$ cat src/rtl/serial_adder_ctrl.sv
// serial_adder_ctrl: bit-serial WIDTH-bit adder controller driving a single
// 1-bit full-adder slice, LSB first, with a one-cycle done pulse.
// Optional feature: define SERIAL_ADDER_OVF_EN to add the ovf_o signed-overflow output.
module serial_adder_ctrl #(
    parameter int unsigned WIDTH = 8
) (
    input  logic             clk_i,
    input  logic             rstn_i,
    input  logic             start_i,
    input  logic [WIDTH-1:0] a_i,
    input  logic [WIDTH-1:0] b_i,
    input  logic             cin_i,
    output logic             busy_o,
    output logic             done_o,
    output logic [WIDTH-1:0] sum_o,
    output logic             cout_o
`ifdef SERIAL_ADDER_OVF_EN
    ,
    output logic             ovf_o
`endif
);

    localparam int unsigned CNT_W = (WIDTH > 1) ? $clog2(WIDTH) : 1;
    localparam logic [CNT_W-1:0] LAST_CNT = CNT_W'(WIDTH - 1);

    typedef enum logic [1:0] {
        IDLE = 2'd0,
        RUN  = 2'd1,
        DONE = 2'd2
    } state_t;

    state_t           state;
    state_t           state_nxt;
    logic             load;
    logic             step;
    logic             last;

    logic [WIDTH-1:0] a_sh;
    logic [WIDTH-1:0] b_sh;
    logic [WIDTH-1:0] sum_sh;
    logic             carry;
    logic [CNT_W-1:0] cnt;

    logic             slice_s;
    logic             slice_c;

    // 1-bit full-adder slice fed from the operand LSBs and the carry register
    assign slice_s = a_sh[0] ^ b_sh[0] ^ carry;
    assign slice_c = (a_sh[0] & b_sh[0]) | (a_sh[0] & carry) | (b_sh[0] & carry);

    // State register
    always_ff @(posedge clk_i or negedge rstn_i) begin
        if (!rstn_i) begin
            state <= IDLE;
        end else begin
            state <= state_nxt;
        end
    end

    // Next-state and datapath control decode; start is ignored while in RUN
    always_comb begin
        state_nxt = state;
        load      = 1'b0;
        step      = 1'b0;
        last      = 1'b0;
        case (state)
            IDLE: begin
                if (start_i) begin
                    load      = 1'b1;
                    state_nxt = RUN;
                end
            end
            RUN: begin
                step = 1'b1;
                if (cnt == LAST_CNT) begin
                    last      = 1'b1;
                    state_nxt = DONE;
                end
            end
            DONE: begin
                if (start_i) begin
                    load      = 1'b1;
                    state_nxt = RUN;
                end else begin
                    state_nxt = IDLE;
                end
            end
            default: state_nxt = IDLE;
        endcase
    end

    // Operand/sum shift registers, carry register and bit counter
    always_ff @(posedge clk_i or negedge rstn_i) begin
        if (!rstn_i) begin
            a_sh   <= '0;
            b_sh   <= '0;
            sum_sh <= '0;
            carry  <= 1'b0;
            cnt    <= '0;
        end else if (load) begin
            a_sh  <= a_i;
            b_sh  <= b_i;
            carry <= cin_i;
            cnt   <= '0;
        end else if (step) begin
            a_sh   <= {1'b0, a_sh[WIDTH-1:1]};
            b_sh   <= {1'b0, b_sh[WIDTH-1:1]};
            sum_sh <= {slice_s, sum_sh[WIDTH-1:1]};
            carry  <= slice_c;
            cnt    <= cnt + CNT_W'(1);
        end
    end

    // Result registers update only on the final RUN edge and hold otherwise
    always_ff @(posedge clk_i or negedge rstn_i) begin
        if (!rstn_i) begin
            sum_o  <= '0;
            cout_o <= 1'b0;
        end else if (last) begin
            sum_o  <= {slice_s, sum_sh[WIDTH-1:1]};
            cout_o <= slice_c;
        end
    end

`ifdef SERIAL_ADDER_OVF_EN
    // Signed overflow: carry into the MSB differs from the carry out of it
    always_ff @(posedge clk_i or negedge rstn_i) begin
        if (!rstn_i) begin
            ovf_o <= 1'b0;
        end else if (last) begin
            ovf_o <= carry ^ slice_c;
        end
    end
`endif

    // Status flags registered from the next state so they track the FSM
    always_ff @(posedge clk_i or negedge rstn_i) begin
        if (!rstn_i) begin
            busy_o <= 1'b0;
            done_o <= 1'b0;
        end else begin
            busy_o <= (state_nxt != IDLE);
            done_o <= (state_nxt == DONE);
        end
    end

endmodule
$ cat config.mk
export PLATFORM = sky130hd
export DESIGN_NAME = serial_adder_ctrl
export DESIGN_NICKNAME = d
export VERILOG_FILES = /design/src/rtl/serial_adder_ctrl.sv
export SDC_FILE = /design/constraint.sdc
export NUM_CORES = 1
export LEC_CHECK = 0
export ABC_AREA = 1
export CAP_MARGIN = 10
export CORE_UTILIZATION = 35
export DETAILED_ROUTE_END_ITERATION = 16
export GPL_TIMING_DRIVEN = 0
export HOLD_SLACK_MARGIN = 0.06
export MAX_ROUTING_LAYER = met4
export SETUP_SLACK_MARGIN = 0.02
export SLEW_MARGIN = 25
export SYNTH_ARGS = -nofsm -noshare
export SYNTH_HDL_FRONTEND = slang
export SYNTH_SLANG_ARGS = --single-unit
$ cat constraint.sdc
create_clock -name clk_i -period 3.7 [get_ports clk_i]
set_input_delay 0.37 -clock clk_i [delete_from_list [all_inputs] [get_ports clk_i]]
set_output_delay 0.37 -clock clk_i [all_outputs]
set_load 0.01 [all_outputs]
Word level (Yosys, flattened, before mapping)
Index checks and enable logic that the tools add are counted.

storage, ports and cells
  output and inout bits = 11
  bits in registers = 41
  word-level logic and storage cells = 45
  input bits = 20

cells by class
  $add $sub $neg = 1
  bitwise gates (word level) = 8
  mux-type cells = 17
  reduce and logical (&&, ||, !) cells = 5
  equality and inequality tests = 4

operator list
  kind                                           count
  two-way mux 8 bit                              4
  two-way mux 1 bit                              8
  two-way mux 3 bit                              2
  case mux 2 bit (3 select lines)                1
  == test 2 bit, second input constant           2
  two-way mux 2 bit                              2
  nonzero test 2 bit                             2
  adder 3 x 1 -> 3 bit, second input constant    1
  AND 1 bit                                      3
  == test 3 bit, second input constant           1
  == test 2 x 1 -> 1 bit, second input constant  1
  zero test 2 bit                                1
  bitwise OR 1 bit                               2
  AND reduction 2 bit                            1
  OR reduction 2 bit                             1
  bitwise XOR 1 bit                              2
  NOT 1 bit                                      1

Depth between registers and ports, before layout
Gate-level depths: netlist of run 1.

  depth after elaboration = 5
  depth in mapped cells = 7
  depth with buffers taken out = 6

Least setup slack after synthesis of run 1
OpenSTA, ideal clock, no wires.

  kind = flip-flop to flip-flop
  start = register cnt[0]
  end = register cout_o
  data arrival time = 1.151 ns
  clock period less this slack = 1.216 ns
  path slack = 2.484 ns
  required time = 3.635 ns
  stages on the path, launching flop included = 7
  library setup time = 0.065 ns
  cell sequence = dfrtp_1 ha_1 ha_1 nand2_2 buf_6 nand2_1 nand2_1

between the ends
  word-level cells in the longest chain between the ends = 3

RTL lines
  item                      line  source
  start: declaration        42    logic [CNT_W-1:0] cnt;
  start signal: assignment  110   cnt <= cnt + CNT_W'(1);
  == test 3 bit             75    if (cnt == LAST_CNT) begin
  two-way mux 1 bit         75
  two-way mux 1 bit         66    case (state)
  end signal: assignment    121   cout_o <= slice_c;
  end: declaration          16    output logic cout_o

No other way between the ends.
A chain may end at the register's enable or synchronous reset.

Worst setup path in the final report of run 1
  start = register sum_o[5]
  end = output port sum_o[5]

RTL lines
  item                      line  source
  start: declaration        15    output logic [WIDTH-1:0] sum_o,
  start signal: assignment  120   sum_o <= {slice_s, sum_sh[WIDTH-1:1]};

No word-level cell between the ends.

==> results of run 1 <==
## tightest hold or removal path, delay by kind of cell, from the launching register on
kind	cells	cell delay (ns)
flops	1	0.35
simple gates	2	0.09
## power by group through the flow
stage	clock, mW	sequential [mW]	combinational, mW
5_1_grt	0.327	0.772	0.949
3_3_place_gp	0	0.745	0.826
2_1_floorplan	0	0.758	0.554
6_report	0.296	0.743	0.827
4_1_cts	0.306	0.746	0.843
3_5_place_dp	0	0.752	0.841
## logic make-up after synthesis
group                    synth area share [%]
AO/OA/AOI/OAI                            6.04
adder cells (fa/ha/maj)                  2.44
buffers and inverters                    9.23
flip-flops                               54.3
AND/OR/NAND/NOR                          28.0
## area by class of cell
class | count | area (um^2) | share of cell area [%]
Multi-Input combinational cell | 135 | 673 | 28.7
Clock buffer | 8 | 90.1 | 3.84
Inverter | 31 | 119 | 5.06
Sequential cell | 40 | 1000 | 42.6
Tap cell | 70 | 87.6 | 3.73
Buffer | 6 | 51.3 | 2.19
Timing Repair Buffer | 32 | 325 | 13.9
## flip-flops by register name, summed over array words and instances (netlist names)
name,cells
state,2
done_o,1
cnt,3
cout_o,1
busy_o,1
carry,1
a_sh,8
sum_o,8
sum_sh,7
b_sh,8
## layer usage
metal	up-vias	part of all wire, %
met2	35	44
met5	-	0
met4	0	1.3
met3	7	4.4
met1	620	50
li1	721	-
## what timing repair did
action	in CTS	in global routing
buffers inserted	0	0
hold buffers	1	0
setup endpoints to repair	0	0
endpoints found under the hold margin	12	0
## stage by stage
step	instances	power (mW)	hold WS, ns
2_1_floorplan	212	1.31	0.0744
3_3_place_gp	312	1.57	0.456
3_5_place_dp	313	1.59	0.284
4_1_cts	322	1.90	0.478
5_1_grt	322	2.05	0.504
6_report	322	1.87	0.472
## worst max path at each step
stage	from	endpoint	slack, ns	depth (start not counted)
3_3_place_gp	rstn_i	b_sh[6]$_DFFE_PN0P_	1.23	1
4_1_cts	sum_o[5]$_DFFE_PN0P_	sum_o[5]	2.13	1
6_report	sum_o[5]$_DFFE_PN0P_	sum_o[5]	2.15	1
2_1_floorplan	cnt[0]$_DFFE_PN0P_	cout_o$_DFFE_PN0P_	2.48	6
3_5_place_dp	start_i	a_sh[0]$_DFFE_PN0P_	1.97	7
5_1_grt	sum_o[3]$_DFFE_PN0P_	sum_o[3]	2.09	1
## cell usage after synthesis, drive strengths merged
| master | instances |
|---|---|
| nand2 | 90 |
| nand3 | 22 |
| nor2 | 3 |
| buf | 6 |
| ha | 2 |
| o21ai | 16 |
| a21oi | 1 |
| fa | 1 |
| dfrtp | 40 |
| inv | 31 |
==> metrics.cfg, run 1 <==
[global_routing]
use_met2_pct = 22.2
gr-total-overflow = 0
track_usage_pct = 14.5
grt_pass1_wl_mm = 5.82
antenna_found_initial = 0
grt_max_degree = 29
use_met3_pct = 3.66
first_global_vias = 1278
top_usage_layer = met2
use_met1_pct = 18.9

[clock_tree]
clkLatencyLatePin_ns = 0.29
path_clk_slew_ns = 0.08
tritoncts = done
cts_root_buf = clkbuf_8
cts_repair_resize_count = 0
numCtsBuffers = 5
htree_levels = 2
cts_buffer_depth = 2
cts_num_sinks = 40

[sta]
max_slew_margin_pct = 78.2
fin_crit_ns = 1.55
drv_slew = 0
skew_ns = 0.00600
finalCritPeriodShare_pct = 41.8
setup_viol = 0
rsz0062_at_grt = no
fin_tns_setup_ns = 0
fmax_ghz = 0.647
layout_setup_ws_ns = 2.15
worstMarginPinSlew_ns = 0.326
hold_violations = 0

[floorplanning]
die_h_um = 74.6
placementRows = 26
die-area_um2 = 5560
io_pins = 31
start_util_pct = 36.3
die_x_um = 74.6
fp.coreArea_um2 = 5070

[power_and_ir_drop]
peakVddDrop_uv = 310
swShare_pct = 38.6
p_leak_nw = 1.21
p_per_area_nw_per_um2 = 795
pwr-share-clk_pct = 15.9
seq_power_share_pct = 39.8
p_comb_share_pct = 44.3
p_int_mw = 1.15
p_sw_mw = 0.721

[final_layout]
post-route-util_pct = 46.3
mostFrequentLayoutCells = nand2_1 (86), dfrtp_1 (40), clkdlybuf4s50_1 (29)
fillers = 536
syn_to_final_growth_pct = 27.3
final_common_cell = nand2_1
final_area_um2 = 2350
final_net_count = 274
diodes = 0
drive_gt1_share_pct = 12.3

[critical_path]
cp_cell_sequence = clkdlybuf4s50_1
cp_max_fo = 2
crit_required_ns = 3.33
crit_buf_inv = 1
r2r_cells = 6
worst_ep_arrival_time_ns = 1.18
r2r_slack_ns = 2.35
crit_family = buffers and inverters
cpMaxStageDelayCell = clkdlybuf4s50_1
cp-end-kind = output pin
cp_slowest_stage_delay_ns = 0.54
r2r_start = cnt[0]$_DFFE_PN0P_
r2r-end = sum_o[0]$_DFFE_PN0P_
startpoint_type = flip-flop
worstSetupPathType = flip-flop to output pin

[logic_synthesis]
syn-cell-area_um2 = 1840
postSynthNetCount = 235
syn_area_per_cell_um2 = 8.70
ys_types = 19
synthCells = 212
synth_top_cell_by_area = dfrtp_1
yosys.area.top_type_share_pct = 54.3
yosys_warnings = 0
synth_area_leaders = dfrtp_1 (54%), nand2_1 (18%), nand3_1 (6.0%)
ys_seq_area_share_pct = 54.3
ys_seq_elements = 40

[run_status]
status = complete, no violations

[route]
drc_errors = 0
dr_total_vias = 1383
first_iter_violations = 85
ant_nets = 0
drtPass1Iterations = 4
wire_per_inst_um = 10.7
viasPerCell = 4.30
wl_mm = 3.45

[run]
maxCapViolCount = 0

[worst_hold_path]
whs_endpoint = b_sh[3]$_DFFE_PN0P_
hold_start = b_sh[3]$_DFFE_PN0P_
worstHoldPathCells = 2
hp-class = flip-flop to flip-flop

[placed_design]
io_buffers = 30
dp_hpwl_mm = 2.48
gp_congestion = 0.782
placed_area_um2 = 2250
dp_slack_ns = 1.97

Note: power is estimated with default switching activity, not from simulation.
==> run 2: changes to the inputs <==
clock period = 1.4 ns   (was 3.7 ns; I/O delays follow)
==> metrics.cfg, run 2 (synthesis results as in run 1) <==
[run_status]
status = complete, no violations  ; unchanged

[critical_path]
r2r_cells = 6  ; unchanged
startpoint_type = flip-flop  ; unchanged
cp-startpoint = sum_o[5]$_DFFE_PN0P_  ; unchanged
worst_ep_arrival_time_ns = 1.17  ; was 1.18 ns
r2r_start = cnt[0]$_DFFE_PN0P_  ; unchanged
cp_slowest_stage_delay_ns = 0.54  ; about the same
cpMaxStageDelayCell = clkdlybuf4s50_1  ; unchanged
critical_path_depth = 1  ; unchanged
crit_family = buffers and inverters  ; unchanged
crit_buf_inv = 1  ; unchanged
worstSetupPathType = flip-flop to output pin  ; unchanged
crit_required_ns = 1.26  ; was 3.33 ns
cp_cell_sequence = clkdlybuf4s50_1  ; unchanged
cp_max_fo = 2  ; unchanged
cp-end-kind = output pin  ; unchanged

[floorplanning]
die_x_um = 74.6  ; unchanged
start_util_pct = 36.3  ; unchanged
fp.coreArea_um2 = 5070  ; unchanged
die_h_um = 74.6  ; unchanged
placementRows = 26  ; unchanged
die-area_um2 = 5560  ; unchanged
io_pins = 31  ; unchanged

[global_routing]
gr-total-overflow = 0  ; unchanged
first_global_vias = 1278  ; unchanged
track_usage_pct = 14.5  ; unchanged
grt_pass1_wl_mm = 5.82  ; unchanged
grt_max_degree = 29  ; unchanged
antenna_found_initial = 0  ; unchanged

[final_layout]
post-route-util_pct = 46.7  ; was 46.3%
top_regs = a_sh: 8 flops, b_sh: 8 flops, sum_o: 8 flops  ; unchanged
diodes = 0  ; unchanged
drive_gt1_share_pct = 13.0  ; was 12.3%
final_common_cell = nand2_1  ; unchanged
final_net_count = 276  ; was 274
fin_cells = 324  ; was 322
syn_to_final_growth_pct = 28.6  ; was 27.3%
mostFrequentLayoutCells = nand2_1 (86), dfrtp_1 (40), clkdlybuf4s50_1 (29)  ; unchanged

[clock_tree]
numCtsBuffers = 5  ; unchanged
htree_levels = 2  ; unchanged
path_clk_slew_ns = 0.08  ; about the same
cts_num_sinks = 40  ; unchanged
cts_buffer_depth = 2  ; unchanged
cts_root_buf = clkbuf_8  ; unchanged
tritoncts = done  ; unchanged
clkLatencyLatePin_ns = 0.29  ; about the same

[sta]
setup_viol = 0  ; unchanged
hold_violations = 0  ; unchanged
drv_slew = 0  ; unchanged
skew_ns = 0.00602  ; was 0.00600 ns
max_slew_margin_pct = 78.1  ; was 78.2%
finalCritPeriodShare_pct = 93.9
rsz0062_at_grt = no  ; unchanged
worstMarginPinSlew_ns = 0.327  ; was 0.326 ns
fin_crit_ns = 1.31
fmax_ghz = 0.761

[power_and_ir_drop]
seq_power_share_pct = 39.5  ; was 39.8%
p_sw_mw = 1.92  ; was 0.721 mW
p_per_area_nw_per_um2 = 2090  ; was 795 nW/um^2
swShare_pct = 38.6  ; about the same
p_int_mw = 3.05  ; was 1.15 mW
p_leak_nw = 1.23  ; was 1.21 nW
peakVddDrop_uv = 820  ; was 310 uV
pwr-share-clk_pct = 15.8  ; was 15.9%
p_comb_share_pct = 44.7  ; was 44.3%

[placed_design]
dp.cells = 313  ; unchanged
io_buffers = 30  ; unchanged
gp_congestion = 0.782  ; unchanged
dp_hpwl_mm = 2.48  ; unchanged

[route]
ant_nets = 0  ; unchanged
dr_total_vias = 1391  ; was 1383
wl_mm = 3.47  ; was 3.45 mm
first_iter_violations = 85  ; unchanged
wire_per_inst_um = 10.7  ; about the same
viasPerCell = 4.29  ; was 4.30
drtPass1Iterations = 4  ; unchanged
drc_errors = 0  ; unchanged

[worst_hold_path]
hp-class = input pin to async pin  ; was flip-flop to flip-flop

[run]
maxCapViolCount = 0  ; unchanged

run 2: cell types whose count changed in the layout (fill, tap and decap cells not counted), sizes merged:
cell	delta
buf	+2
run 2: metrics by stage:
step           instance area, um^2  setup TNS [ns]  hold slack, ns  total power [mW]  setup slack, ns
6_report                      2370               0           0.268              4.97           0.0858
5_1_grt                       2370               0           0.308              5.45           0.0219
4_1_cts                       2350               0           0.277              5.01           0.0349
3_5_place_dp                  2250           -1.19          0.0536              4.21           -0.105
3_3_place_gp                  2230          -34.67           0.456              4.15           -0.838
2_1_floorplan                 1840               0          -0.156              3.47            0.184
run 2: path summary, 6_finish.rpt:
kind | endpoint | slack [ns]
min reg2reg | b_sh[3]$_DFFE_PN0P_ | 0.47
min | a_sh[1]$_DFFE_PN0P_ | 0.27
min in group clk_i | b_sh[7]$_DFFE_PN0P_ | 0.38
max reg2reg | sum_o[0]$_DFFE_PN0P_ | 0.12
max | sum_o[5] | 0.09
max in group asynchronous | sum_sh[1]$_DFFE_PN0P_ | 0.68
run 2: what timing repair did:
action                                  4_1_cts  5_1_grt
resized for setup                             0        2
hold buffers                                  1        0
endpoints found under the hold margin        40        0
endpoints found under the setup margin        0       10
setup buffers                                 0        2
run 2: cell type report:
cell class              count  area (um^2)
fillers                   529         2700
flip-flops and latches     40         1000
multi-input cells         135          678
repair buffers             34          340
inverters                  31          119
clock buffers               8         90.1
well taps                  70         87.6
plain buffers               6         55.1
run 2: metal layers:
metal  vias to the layer above  part of all wire, %  track usage, %
met3                         7                  4.4            3.66
met5                         -                    0               -
li1                        724                    -               -
met2                        35                   44            22.2
met4                         0                  1.3            4.40
met1                       625                   50            18.9
run 2: power by group through the flow:
stage               combinational, mW  sequential (mW)  clock (mW)
floorplan                        1.46             2.00           0
global placement                 2.18             1.97           0
finish                           2.22             1.96       0.783
detailed placement               2.22             1.99           0
global route                     2.54             2.04       0.863
CTS                              2.23             1.97       0.808
==> run 3: changes to the inputs <==
CAP_MARGIN = 40   (was 10)
GPL_ROUTABILITY_DRIVEN = 0   (was unset)
clock period = 1.3 ns   (was 1.4 ns; I/O delays follow)
==> metrics.cfg, run 3 (synthesis results as in run 1) <==
[run_status]
status = complete, no violations  ; unchanged

[critical_path]
worstSetupPathType = flip-flop to flip-flop  ; was flip-flop to output pin
startpoint_type = flip-flop  ; unchanged
crit_required_ns = 1.48  ; was 1.26 ns
cp_max_fo = 7  ; was 2
cp-end-kind = flip-flop  ; was output pin
worst_ep_arrival_time_ns = 1.42  ; was 1.17 ns

[placed_design]
dp.cells = 313  ; unchanged
placed_area_um2 = 2250  ; unchanged
io_buffers = 30  ; unchanged
dp_hpwl_mm = 2.48  ; unchanged

[clock_tree]
numCtsBuffers = 5  ; unchanged
cts_num_sinks = 40  ; unchanged
tritoncts = done  ; unchanged
cts_root_buf = clkbuf_8  ; unchanged
clkLatencyLatePin_ns = 0.29  ; about the same
path_clk_slew_ns = 0.08  ; about the same
cts_buffer_depth = 2  ; unchanged
htree_levels = 2  ; unchanged

[sta]
fin_crit_ns = 1.23
skew_ns = 0.00571  ; was 0.00602 ns
rsz0062_at_grt = yes  ; was no
fmax_ghz = 0.812
drv_slew = 0  ; unchanged
fin_tns_setup_ns = 0  ; unchanged
setup_viol = 0  ; unchanged
whs_ns = 0.258  ; was 0.268 ns
worstMarginPinSlew_ns = 0.325  ; was 0.327 ns
finalCritPeriodShare_pct = 94.7
hold_violations = 0  ; unchanged
max_slew_margin_pct = 78.3  ; was 78.1%

[floorplanning]
die-area_um2 = 5560  ; unchanged
placementRows = 26  ; unchanged
io_pins = 31  ; unchanged
fp.coreArea_um2 = 5070  ; unchanged
die_h_um = 74.6  ; unchanged
start_util_pct = 36.3  ; unchanged
die_x_um = 74.6  ; unchanged

[route]
ant_nets = 0  ; unchanged
dr_total_vias = 1417  ; was 1391
drtPass1Iterations = 4  ; unchanged
first_iter_violations = 104  ; was 85
wl_mm = 3.55  ; was 3.47 mm
wire_per_inst_um = 10.8  ; was 10.7 um
viasPerCell = 4.33  ; was 4.29
drc_errors = 0  ; unchanged

[final_layout]
mostFrequentLayoutCells = nand2_1 (86), dfrtp_1 (39), inv_1 (25)  ; was nand2_1 (86), dfrtp_1 (40), clkdlybuf4s50_1 (29)
fin_cells = 327  ; was 324
multiInputGateArea_um2 = 681  ; was 678 um^2
final_area_um2 = 2410  ; was 2370 um^2
fillers = 527  ; was 529
syn_to_final_growth_pct = 30.8  ; was 28.6%
top_regs = a_sh: 8 flops, b_sh: 8 flops, sum_o: 8 flops  ; unchanged
drive_gt1_share_pct = 15.6  ; was 13.0%
regArea_um2 = 1000  ; about the same
final_common_cell = nand2_1  ; unchanged
diodes = 0  ; unchanged
final_net_count = 279  ; was 276

[global_routing]
grt_pass1_wl_mm = 5.84  ; was 5.82 mm
grt_max_degree = 29  ; unchanged
track_usage_pct = 14.6  ; was 14.5%
antenna_found_initial = 0  ; unchanged
gr-total-overflow = 0  ; unchanged
first_global_vias = 1294  ; was 1278

[power_and_ir_drop]
p_per_area_nw_per_um2 = 2220  ; was 2090 nW/um^2
p_leak_nw = 1.29  ; was 1.23 nW
p_total_mw = 5.35  ; was 4.97 mW
peakVddDrop_uv = 892  ; was 820 uV

[worst_hold_path]
hp-class = input pin to async pin  ; unchanged

[run]
maxCapViolCount = 0  ; unchanged

[run 3: path summary, 6_finish.rpt]
| kind | startpoint | end | slack [ns] | depth (start not counted) |
|---|---|---|---|---|
| min in group clk_i | b_i[7] | b_sh[7]$_DFFE_PN0P_ | 0.37 | 3 |
| setup reg to reg | cnt[0]$_DFFE_PN0P_ | sum_o[2]$_DFFE_PN0P_ | 0.07 | 5 |
| hold reg to reg | b_sh[3]$_DFFE_PN0P_ | b_sh[3]$_DFFE_PN0P_ | 0.47 | 2 |
| setup / recovery | cnt[0]$_DFFE_PN0P_ | sum_o[2]$_DFFE_PN0P_ | 0.07 | 5 |
| max in group asynchronous | rstn_i | state[1]$_DFF_PN0_ | 0.59 | 3 |
| hold / removal | rstn_i | sum_o[2]$_DFFE_PN0P_ | 0.26 | 2 |
[run 3: critical path, stage by stage (launching register included)]
cell and delay, ns:
dfrtp_1 0.39, ha_1 0.21, ha_2 0.19, nand2_4 0.12, clkbuf_16 0.17, o21ai_2 0.05
[run 3: timing repair]
action / 4_1_cts / 5_1_grt
hold buffers: 1 / 0
buffers inserted: 2 / 3
gates resized for setup: 13 / 9
gates cloned: 0 / 1
hold endpoints to repair: 40 / 0
setup endpoints to repair: 28 / 22
pin swaps: 1 / 1
[run 3: per-stage QoR]
stage | worst slack (ns) | util, %
global route | 0.0171 | 47.5
floorplan | 0.0844 | -
detailed placement | -0.195 | 44.3
CTS | 0.0214 | 46.5
global placement | -0.928 | 44.0
finish | 0.0688 | 47.5
[run 3: layout make-up]
class / count / share of cell area [%]
Buffer: 5 / 1.97
Tap cell: 70 / 3.63
Sequential cell: 40 / 41.5
Timing Repair Buffer: 38 / 15.7
Inverter: 31 / 5.24
Multi-Input combinational cell: 135 / 28.2
Clock buffer: 8 / 3.73
[run 3: routing by layer]
layer | GRT usage, % | part of all wire [%] | wire length (um) | vias to the layer above
met5 | - | 0 | 0 | -
met4 | 4.40 | 1.1 | 38 | 0
met3 | 3.66 | 4.7 | 165 | 7
met2 | 22.4 | 45 | 1600 | 42
met1 | 19.0 | 49 | 1750 | 636
li1 | - | - | - | 732
[run 3: report_power, final]
| group | leakage (nW) | switching, mW | internal (mW) |
|---|---|---|---|
| sequential | 0.499 | 0.303 | 1.82 |
| combinational | 0.740 | 1.38 | 1.00 |
| clock | 0.0455 | 0.416 | 0.433 |
| total | 1.29 | 2.10 | 3.25 |
==> edit 1, RTL diff (config.mk and constraints of run 2) <==
Register the output `sum_o` once more; this adds one clock of latency there. The other outputs are not delayed to match.
--- a/src/rtl/serial_adder_ctrl.sv
+++ b/src/rtl/serial_adder_ctrl.sv
@@ -28,6 +28,8 @@
         RUN  = 2'd1,
         DONE = 2'd2
     } state_t;
+
+    logic [WIDTH-1:0] sum_s0;
 
     state_t           state;
     state_t           state_nxt;
@@ -114,10 +116,10 @@
     // Result registers update only on the final RUN edge and hold otherwise
     always_ff @(posedge clk_i or negedge rstn_i) begin
         if (!rstn_i) begin
-            sum_o  <= '0;
+            sum_s0 <= '0;
             cout_o <= 1'b0;
         end else if (last) begin
-            sum_o  <= {slice_s, sum_sh[WIDTH-1:1]};
+            sum_s0 <= {slice_s, sum_sh[WIDTH-1:1]};
             cout_o <= slice_c;
         end
     end
@@ -144,4 +146,8 @@
         end
     end
 
+    always_ff @(posedge clk_i) begin
+        sum_o <= sum_s0;
+    end
+
 endmodule
Check against the original RTL: not equivalent (Yosys sat finds a counterexample within 10 cycles, from zero or initial values and one cycle with rstn_i low).
==> edit 1 against run 2 <==
- design area grew 8.8%
- register-to-register slack is essentially flat
- non-clock buffer count grew 1
- clock power grew 51%
- final cell count grew 4.6%
- wire length grew 5.4%
- setup slack gained 0.021 ns
- combinational power shrank 4%
- synthesized cell count grew 5.7%
- sequential cell count grew 8
- maximum frequency grew 1.6%
- total power grew 13%
- area after synthesis grew 8.2%
==> edit 1: results (changes against run 2) <==
stage,metric,value,unit,change
final_layout,drive_above_1_share,0.131,,+0.00116
route,drt_iter0_drc,70,,-18%
global_routing,grt_max_degree,30,,+3.4%
timing,fin_ws,0.107,ns,+0.0208 ns
power_and_ir_drop,p_sw_frac,0.353,,-0.0331
global_routing,grt_util_met1,0.178,,-0.0109
power_and_ir_drop,peakVddDrop,765,µV,-6.7%
run_status,status,"complete, no violations",,
placement,dp_hpwl,2520,µm,+1.6%
critical_path,crit_end,done_o,,
power_and_ir_drop,internal_power,3.64,mW,+19%
critical_path,arrival,1.15,ns,-0.02 ns
power_and_ir_drop,seqPwrFrac,0.413,,+0.018
global_routing,grt_pass1_vias,1426,,+12%
power_and_ir_drop,leakage,1.35,nW,+9.8%
synth,synth_common_cells,"nand2_1 (91), dfrtp_1 (40), inv_1 (29), nand3_1 (21)",,
placement,placed_cells,327,,+4.5%
synth,synth_area_leaders,"dfrtp_1 (50%), nand2_1 (17%), dfxtp_1 (8.0%)",,
synth,synthesis.nets,247,,+5.1%
route,wl_met3,157,µm,+3.3%
final_layout,nets,289,,+4.7%
route,drt-met1-wl,1790,µm,+2.9%
synth,synth.avg_cell_area,8.91,µm²,+2.4%
final_layout,fin_cells,339,,+4.6%
critical_path,cpPeakStageDelay,0.52,ns,-0.02 ns
synth,seq_area_frac_synth,0.582,,+0.0391
route,routed-wl-met2,1690,µm,+10%
timing,clock_skew,0.00467,ns,-0.00135 ns
power_and_ir_drop,power.share.combinational,0.378,,-0.069
critical_path,r2r_start,state[0],,
==> edit 1: what timing repair did <==
item | 4_1_cts | 5_1_grt
hold endpoints to repair | 40 | 0
buffers inserted | 0 | 3
gates resized for setup | 0 | 5
hold buffers | 1 | 0
endpoints found under the setup margin | 0 | 13
==> edit 1: logic make-up after synthesis <==
group	count (synthesis)	synth area share
buffers and inverters	38	0.0853
adder cells (fa/ha/maj)	3	0.0226
AND/OR/NAND/NOR	119	0.257
AO/OA/AOI/OAI	16	0.0533
flip-flops	48	0.582
==> edit 1: cell type report <==
| class | instances | area (µm²) | area share |
|---|---|---|---|
| buffer | 6 | 51.3 | 0.0199 |
| sequential | 48 | 1160 | 0.451 |
| inverter | 32 | 128 | 0.0495 |
| clock inverter | 2 | 60.1 | 0.0233 |
| tap | 72 | 90.1 | 0.0349 |
| clock buffer | 6 | 72.6 | 0.0281 |
| timing repair buffer | 35 | 350 | 0.136 |
| multi-input combinational | 138 | 664 | 0.258 |
==> edit 2, RTL diff (flow settings as in run 2) <==
Without the edit above. Change the parameter `WIDTH` from 8 to 16.
--- a/src/rtl/serial_adder_ctrl.sv
+++ b/src/rtl/serial_adder_ctrl.sv
@@ -2,7 +2,7 @@
 // 1-bit full-adder slice, LSB first, with a one-cycle done pulse.
 // Optional feature: define SERIAL_ADDER_OVF_EN to add the ovf_o signed-overflow output.
 module serial_adder_ctrl #(
-    parameter int unsigned WIDTH = 8
+    parameter int unsigned WIDTH = 16
 ) (
     input  logic             clk_i,
     input  logic             rstn_i,
Ports: changed (resized a_i, b_i and sum_o); port bits go from 31 to 55. The function was not compared with the original's and may differ.
==> edit 2 against run 2 <==
- sequential cell count rose by 33
- wire length rose by 100%
- design area rose by 84%
- critical path depth rose by 6
- combinational power rose by 44%
- area after synthesis rose by 80%
- setup slack improved by 0.038 ns
- total power rose by 75%
- count of clock-buffer cells in the layout rose by 2
==> edit 2: results (changes against run 2) <==
stage,metric,value,unit,change
run_status,status,"complete, no violations",,
synth,synth_area_leaders,"dfrtp_1 (55%), nand2_1 (24%), inv_1 (5.1%)",,
route,routed-wl-met2,3300,µm,+110%
clocking,htreeDepth,3,,+1
clocking,cts_buffers,9,,+4
route,vias,2764,,+99%
placement,io_buffers,54,,+80%
route,wl_met3,288,µm,+89%
clocking,cts_resized,14,,+14
critical_path,path_max_fanout,5,,+3
global_routing,grtUsageMet2,0.287,,+0.0652
synth,synth_compound_area_frac,0.0512,,-0.00916
timing,timing.fmax,783,MHz,+3.0%
critical_path,crit_slowest_cell,dfrtp_1,,
clocking,insertion_delay,0.35,ns,+0.06 ns
global_routing,grt_util_met1,0.203,,+0.0145
critical_path,ff2ff_path_depth,7,,+1
global_routing,grt_pass1_vias,2889,,+130%
placement,dp_hpwl,4940,µm,+99%
critical_path,crit_start,cnt[1],,
global_routing,grt_use_total,0.170,,+0.0251
route,drt_iter0_drc,128,,+51%
critical_path,arrival,1.57,ns,+0.40 ns
final_layout,top_regs,"a_sh x16, b_sh x16, sum_o x16",,
global_routing,grt_max_degree,45,,+55%
synth,synthAdderAreaFrac,0.00979,,-0.0146
timing,hold_ws,0.262,ns,-0.00628 ns
placement,place_congestion,0.743,,-4.9%
route,finalWirelength,7090,µm,+100%
global_routing,met3_usage,0.0401,,+0.00347
critical_path,crit_end,sum_o[8],,
power_and_ir_drop,peakVddDrop,819,µV,-0.21%
power_and_ir_drop,leakage,2.47,nW,+100%
synth,synth_common_cells,"nand2_1 (215), dfrtp_1 (73), inv_1 (45), o21ai_0 (33), nand3_1 (18)",,
clocking,ctsLongestPathBuffers,2,,unchanged
synth,synth.distinct_cells,21,,+2
synth,synthesis.nets,460,,+96%
timing,worst_pin_slew,0.424,ns,+0.0974 ns
timing,clock_skew,0.00874,ns,+0.00272 ns
synth,seq_area_frac_synth,0.550,,+0.00716
route,drt-met1-wl,3430,µm,+98%
final_layout,drive_above_1_share,0.100,,-0.0295
-- edit 2: cell count changes in the layout (fill, tap and decap cells not counted), moves of 4 or more --
| cell | before | now |
|---|---|---|
| buf_2 | 3 | 10 |
| buf_6 | 2 | 6 |
| clkbuf_8 | 6 | 10 |
| clkdlybuf4s50_1 | 29 | 34 |
| dfrtp_1 | 40 | 73 |
| dlygate4sd2_1 | 0 | 13 |
| dlymetal6s2s_1 | 0 | 6 |
| inv_1 | 27 | 45 |
| nand2_1 | 86 | 215 |
| nand3_1 | 22 | 18 |
| nor2_1 | 1 | 6 |
| o21ai_0 | 9 | 31 |
| o21ai_2 | 7 | 0 |
-- edit 2: cell families (layout without fill, tap and decap cells) --
family,after synthesis,after routing
AND/OR/NAND/NOR,246,246
adder cells (fa/ha/maj),2,2
buffers and inverters,67,143
flip-flops,73,73
AO/OA/AOI/OAI,34,34
-- edit 2: layout make-up --
class	count	area, µm²
flip-flops and latches	73	1830
clock inverters	5	104
repair buffers	61	641
multi-input cells	282	1190
plain buffers	20	138
inverters	47	179
clock buffers	10	138
fillers	955	4840
well taps	111	139
-- edit 2: critical path, delay by kind of cell, from the launching register on --
kind                     cells  cell delay, ns
flip-flops                   1            0.38
adder cells (fa/ha/maj)      1            0.18
buffers and inverters        2            0.30
AND/OR/NAND/NOR              4            0.36
-- edit 2: stage by stage --
step           std cells  cell area, µm²
6_report             609            4360
5_1_grt              609            4360
4_1_cts              605            4270
3_5_place_dp         588            4030
3_3_place_gp         587            4000
2_1_floorplan        422            3320
-- edit 2: power breakdown --
group / total [mW] / switching [mW] / internal, mW
Clock: 2.00 / 0.773 / 1.22
Combinational: 3.20 / 1.85 / 1.35
Sequential: 3.52 / 0.503 / 3.01
Total: 8.71 / 3.13 / 5.59
